**src/rtl/vga_pkg.sv**
```systemverilog
// Shared constants for the VGA layer compositor: bus widths, transparent key
// and the sprite layer numbers used by the game.
package vga_pkg;

  localparam int unsigned VGA_ADDR_W      = 19;
  localparam int unsigned VGA_IDX_W       = 8;
  localparam int unsigned VGA_TRANSPARENT = 0;

  localparam int unsigned LAYER_BIRD     = 1;
  localparam int unsigned LAYER_PIPE     = 2;
  localparam int unsigned LAYER_NUMBER   = 3;
  localparam int unsigned LAYER_GAMEOVER = 4;
  localparam int unsigned LAYER_TITLE    = 5;

endpackage

```
**src/rtl/vga_priority_mux.sv**
```systemverilog
// Combinational fixed-priority select: the highest-numbered enabled layer whose
// index is not the transparent key wins, otherwise the background shows through.
module vga_priority_mux
  import vga_pkg::*;
#(
  parameter int unsigned NUM_LAYERS  = 6,
  parameter int unsigned IDX_W       = VGA_IDX_W,
  parameter int unsigned TRANSPARENT = VGA_TRANSPARENT
) (
  input  logic [NUM_LAYERS-1:0]       en,
  input  logic [NUM_LAYERS*IDX_W-1:0] q,
  input  logic [IDX_W-1:0]            bg_q,
  output logic [IDX_W-1:0]            index
);

  localparam logic [IDX_W-1:0] TRANS_IDX = IDX_W'(TRANSPARENT);

  // Ascending scan so the last opaque match is the highest-priority layer.
  always_comb begin
    index = bg_q;
    for (int unsigned k = 0; k < NUM_LAYERS; k++) begin
      if (en[k] && (q[k*IDX_W +: IDX_W] != TRANS_IDX)) begin
        index = q[k*IDX_W +: IDX_W];
      end
    end
  end

endmodule

```
**src/rtl/vga_layer_compositor.sv**
```systemverilog
// Multi-layer sprite compositor between the VGA address generator and the
// colour-board lookup, with frame-synchronous enables and collision detection.
module vga_layer_compositor
  import vga_pkg::*;
#(
  parameter int unsigned NUM_LAYERS  = 6,
  parameter int unsigned ADDR_W      = VGA_ADDR_W,
  parameter int unsigned IDX_W       = VGA_IDX_W,
  parameter int unsigned ROM_LAT     = 1,
  parameter int unsigned TRANSPARENT = VGA_TRANSPARENT,
  parameter int unsigned COLL_A      = LAYER_BIRD,
  parameter int unsigned COLL_B      = LAYER_PIPE
) (
  input  logic                         clock,
  input  logic                         reset,
  input  logic                         pix_valid,
  input  logic [ADDR_W-1:0]            oaddress,
  input  logic [NUM_LAYERS*ADDR_W-1:0] layer_addr,
  input  logic [NUM_LAYERS-1:0]        layer_en_next,
  input  logic                         frame_start,
  output logic [ADDR_W-1:0]            bg_rom_addr,
  output logic [NUM_LAYERS*ADDR_W-1:0] layer_rom_addr,
  input  logic [IDX_W-1:0]             bg_rom_q,
  input  logic [NUM_LAYERS*IDX_W-1:0]  layer_rom_q,
  output logic [IDX_W-1:0]             index,
  output logic                         index_valid,
  output logic [NUM_LAYERS-1:0]        layer_en,
  output logic                         collision,
  output logic                         collision_frame
);

  localparam logic [IDX_W-1:0] TRANS_IDX = IDX_W'(TRANSPARENT);

  // Delay line: each pixel carries the enables it was sampled with.
  logic [ROM_LAT:0]      dl_valid;
  logic [NUM_LAYERS-1:0] dl_en [ROM_LAT+1];

  logic                  out_valid;
  logic [NUM_LAYERS-1:0] out_en;
  logic [IDX_W-1:0]      mux_index;
  logic [IDX_W-1:0]      q_a;
  logic [IDX_W-1:0]      q_b;
  logic                  hit;

  assign out_valid = dl_valid[ROM_LAT];
  assign out_en    = dl_en[ROM_LAT];
  assign q_a       = layer_rom_q[COLL_A*IDX_W +: IDX_W];
  assign q_b       = layer_rom_q[COLL_B*IDX_W +: IDX_W];

  assign hit = out_valid && out_en[COLL_A] && out_en[COLL_B] &&
               (q_a != TRANS_IDX) && (q_b != TRANS_IDX);

  vga_priority_mux #(
    .NUM_LAYERS  (NUM_LAYERS),
    .IDX_W       (IDX_W),
    .TRANSPARENT (TRANSPARENT)
  ) u_priority_mux (
    .en    (out_en),
    .q     (layer_rom_q),
    .bg_q  (bg_rom_q),
    .index (mux_index)
  );

  always_ff @(posedge clock) begin
    if (reset) begin
      dl_valid <= '0;
      for (int unsigned i = 0; i <= ROM_LAT; i++) begin
        dl_en[i] <= '0;
      end
    end else begin
      dl_valid[0] <= pix_valid;
      dl_en[0]    <= layer_en;
      for (int unsigned i = 1; i <= ROM_LAT; i++) begin
        dl_valid[i] <= dl_valid[i-1];
        dl_en[i]    <= dl_en[i-1];
      end
    end
  end

  always_ff @(posedge clock) begin
    if (reset) begin
      bg_rom_addr    <= '0;
      layer_rom_addr <= '0;
    end else if (pix_valid) begin
      bg_rom_addr    <= oaddress;
      layer_rom_addr <= layer_addr;
    end
  end

  always_ff @(posedge clock) begin
    if (reset) begin
      index       <= '0;
      index_valid <= 1'b0;
    end else begin
      index_valid <= out_valid;
      if (out_valid) begin
        index <= mux_index;
      end
    end
  end

  // A hit landing on frame_start is credited to the frame that is ending.
  always_ff @(posedge clock) begin
    if (reset) begin
      layer_en        <= '0;
      collision       <= 1'b0;
      collision_frame <= 1'b0;
    end else if (frame_start) begin
      layer_en        <= layer_en_next;
      collision_frame <= collision | hit;
      collision       <= 1'b0;
    end else if (hit) begin
      collision <= 1'b1;
    end
  end

endmodule

```
**config.mk**
```make
export PLATFORM = sky130hd
export DESIGN_NAME = vga_layer_compositor
export DESIGN_NICKNAME = d
export VERILOG_FILES = /design/src/rtl/vga_pkg.sv /design/src/rtl/vga_priority_mux.sv /design/src/rtl/vga_layer_compositor.sv
export SDC_FILE = /design/constraint.sdc
export NUM_CORES = 1
export LEC_CHECK = 0
export ABC_AREA = 0
export CAP_MARGIN = 20
export CORE_ASPECT_RATIO = 2
export CORE_MARGIN = 5
export CORE_UTILIZATION = 38
export CTS_CLUSTER_DIAMETER = 100
export DETAILED_ROUTE_END_ITERATION = 10
export GPL_ROUTABILITY_DRIVEN = 0
export GPL_TIMING_DRIVEN = 1
export PLACE_DENSITY_LB_ADDON = 0.15
export SETUP_SLACK_MARGIN = 0.15
export SLEW_MARGIN = 30
export SYNTH_ARGS = -nofsm -noshare
export SYNTH_HDL_FRONTEND = slang
export SYNTH_SLANG_ARGS = --single-unit
```
**constraint.sdc**
```tcl
create_clock -name clock -period 1.7 [get_ports clock]
set_input_delay 0.255 -clock clock [delete_from_list [all_inputs] [get_ports clock]]
set_output_delay 0.255 -clock clock [all_outputs]
set_load 0.01 [all_outputs]
```
==> results <==
-- registers in the layout (all words and copies together) (netlist names) --
name,count
bg_rom_addr,19
collision,1
collision_frame,1
dl_en,12
dl_valid,2
index,8
index_valid,1
layer_en,6
layer_rom_addr,114
-- cell families (layout without fill, tap and decap cells) --
family	after synthesis	count (layout)	share of synthesized area, %
AOI/OAI and AO/OA	56	57	6.96
buffers and inverters	42	421	2.93
DFF	164	164	52.9
muxes	139	139	22.4
other	0	1	0
and+or+nand+nor	206	206	14.7
-- stage by stage --
stage	utilization, %	std cells	worst slack [ps]	setup TNS [ps]	cell area, sq um
floorplan	-	607	142	0	6210
global placement	62.5	1154	-416	-3820	10100
detailed placement	62.5	1154	-426	-3790	10100
CTS	65.7	1188	80.5	0	10600
global route	66.6	1192	131	0	10800
finish	66.6	1192	212	0	10800
-- worst min path at each step --
stage | start | depth (start not counted) | end
5_1_grt | reset | 2 | index_valid$_SDFF_PP0_
6_report | reset | 2 | index_valid$_SDFF_PP0_
3_5_place_dp | dl_en[0][3]$_SDFF_PP0_ | 1 | dl_en[0][9]$_SDFF_PP0_
3_3_place_gp | dl_en[0][4]$_SDFF_PP0_ | 1 | dl_en[0][10]$_SDFF_PP0_
2_1_floorplan | layer_rom_q[33] | 2 | index[1]$_SDFFE_PP0P_
4_1_cts | reset | 2 | index_valid$_SDFF_PP0_
-- power by group through the flow --
stage | Combinational, mW | Clock, mW | Sequential [mW]
floorplan | 0.488 | 0 | 4.34
global placement | 1.64 | 0 | 4.25
detailed placement | 1.67 | 0 | 4.26
CTS | 1.54 | 4.07 | 4.17
global route | 1.65 | 4.24 | 4.20
finish | 1.54 | 3.95 | 4.17
-- worst max-delay path, cell delays in order --
cell and delay, ps:
clkdlybuf4s50_1 440, or4_4 440, o21ai_4 170, nand2b_2 210, o221ai_1 140, o22ai_1 170
-- synth_stat cells, types with 3 or more instances --
master / count / area share [%]
nor4_1: 6 / 0.61
a221o_1: 8 / 1.3
nand2b_1: 11 / 1.1
nand3_1: 8 / 0.65
o21ai_1: 3 / 0.24
or4_1: 3 / 0.36
clkbuf_1: 22 / 1.3
or4_4: 3 / 0.54
o22ai_1: 6 / 0.61
o221ai_1: 6 / 0.85
buf_1: 3 / 0.18
nor2_1: 140 / 8.5
buf_2: 16 / 1.3
dfxtp_1: 164 / 53
nand2_1: 13 / 0.79
a31oi_1: 16 / 1.6
nor2b_1: 20 / 2.0
o41ai_1: 8 / 1.1
mux2i_1: 139 / 22
-- per-layer routing --
layer  wire length (microns)  vias up  share of wire, %
li1                        -     2847                 -
met1                    7470     2767                32
met2                   12600      287                54
met3                    1840       78               7.9
met4                    1250        0               5.4
met5                       0        -                 0
-- layout make-up --
class / count / area (sq um)
antenna: 1 / 2.50
clock buffer: 21 / 460
clock inverter: 11 / 149
fill: 1357 / 5410
multi-input combinational: 402 / 2890
sequential: 164 / 3280
tap: 204 / 255
timing repair buffer: 389 / 3730
-- timing repair --
item,in CTS,in global routing
setup endpoints to repair,158,9
setup buffers,1,1
resized for setup,177,35
gates cloned,1,2
pin swaps,11,21
hold buffers,0,0
==> impl_metrics.env <==
export IMPL_hold_path_class="input pin to flip-flop"
export IMPL_ys_seq_elements=164
export IMPL_synthCells=607
export IMPL_cp_end_kind="flip-flop"
export IMPL_reg2reg_depth=4
export IMPL_cp_arrival_ps=1820
export IMPL_routedWlPerCell_microns=19.4
export IMPL_root_buffer="clkbuf_16"
export IMPL_cts_tree="built"
export IMPL_synthDistinctLibCells=29
export IMPL_dp_hpwl_microns=17900
export IMPL_nets=1173
export IMPL_crit_path_end="index[3]$_SDFFE_PP0P_"
export IMPL_clkLatencyLatePin_ps=410
export IMPL_p_sw_share_pct=24.0
export IMPL_globalRouteMet3Util_pct=7.58
export IMPL_max_slew_margin_pct=67.2
export IMPL_p_leak_nw=5.27
export IMPL_antenna_found_initial=1
export IMPL_startpoint="layer_rom_q[25]"
export IMPL_r2r_start="dl_en[0][6]$_SDFF_PP0_"
export IMPL_seq_power_share_pct=43.2
export IMPL_powerDensity_nw_per_um2=897
export IMPL_async_flop_share_pct=0
export IMPL_hold_viol_final=0
export IMPL_power_mw=9.66
export IMPL_initial_core_util_pct=38.3
export IMPL_core_area_sq_um=16200
export IMPL_grt_max_degree=84
export IMPL_firstDrtPassIters=4
export IMPL_cts_sinks=164
export IMPL_max_freq_ghz=0.672
export IMPL_first_global_vias=6472
export IMPL_final_setup_viol_count=0
export IMPL_clockBufferDepth=2
export IMPL_yosys_warnings=0
export IMPL_ir_drop_v=0.000681
export IMPL_h_tree_depth=4
export IMPL_ant_nets=0
export IMPL_numCtsBuffers=17
export IMPL_wl_microns=23200
export IMPL_seq_area_frac_synth_pct=52.9
export IMPL_postSynth_topFlopCell="dfxtp_1"
export IMPL_met2_usage_pct=44.7
export IMPL_vias=5979
export IMPL_final_common_cell="clkdlybuf4s50_1"
export IMPL_final_cell_mix="clkdlybuf4s50_1 (166), dfxtp_1 (163), dlygate4sd2_1 (158), nor2_1 (140), mux2i_1 (139)"
export IMPL_crit_path_max_fanout=6
export IMPL_status="finished clean"
export IMPL_fin_skew_ps=9.81
export IMPL_clk_pin_slew_worst_paths_ps=70
export IMPL_crit_type="input pin to flip-flop"
export IMPL_row_count=66
export IMPL_synth_edf_count=0
export IMPL_crit_path_start_kind="input pin"
export IMPL_worstMarginPinSlew_ps=490
export IMPL_syn_avg_cell_area_sq_um=10.2
export IMPL_clkPwrFrac_pct=40.9
export IMPL_netlist_area_sq_um=6200
export IMPL_drt_initial_drc_count=158
export IMPL_switching_power_mw=2.32
export IMPL_die_h_microns=191
export IMPL_grt_overflow_total=0
export IMPL_busiest_layer="met2"
export IMPL_syn_to_final_growth_pct=73.7
export IMPL_fp_dieW_microns=100
export IMPL_worstPathRequired_ps=2030
export IMPL_whs_ps=166
export IMPL_rsz0062_at_grt="no"
export IMPL_post_route_period_util_pct=87.5
export IMPL_drv_cap=0
export IMPL_power_internal_mw=7.34
export IMPL_met1_usage_pct=21.7
export IMPL_ios=349
export IMPL_pwr_share_comb_pct=15.9
export IMPL_drive_above_1_share_pct=9.93
export IMPL_viasPerCell=5.02
export IMPL_synth_nets=806
export IMPL_drc=0
export IMPL_final_max_slew_viol_count=0
export IMPL_track_usage_pct=23.6
export IMPL_regToRegSetupSlack_ps=220
export IMPL_die_area_sq_um=19100
export IMPL_r2r_end="index[2]$_SDFFE_PP0P_"
export IMPL_port_buffer_count=348
export IMPL_post_route_min_period_ps=1490
export IMPL_grt_pass1_wl_microns=34700
Note: power is estimated with default switching activity, not from simulation.
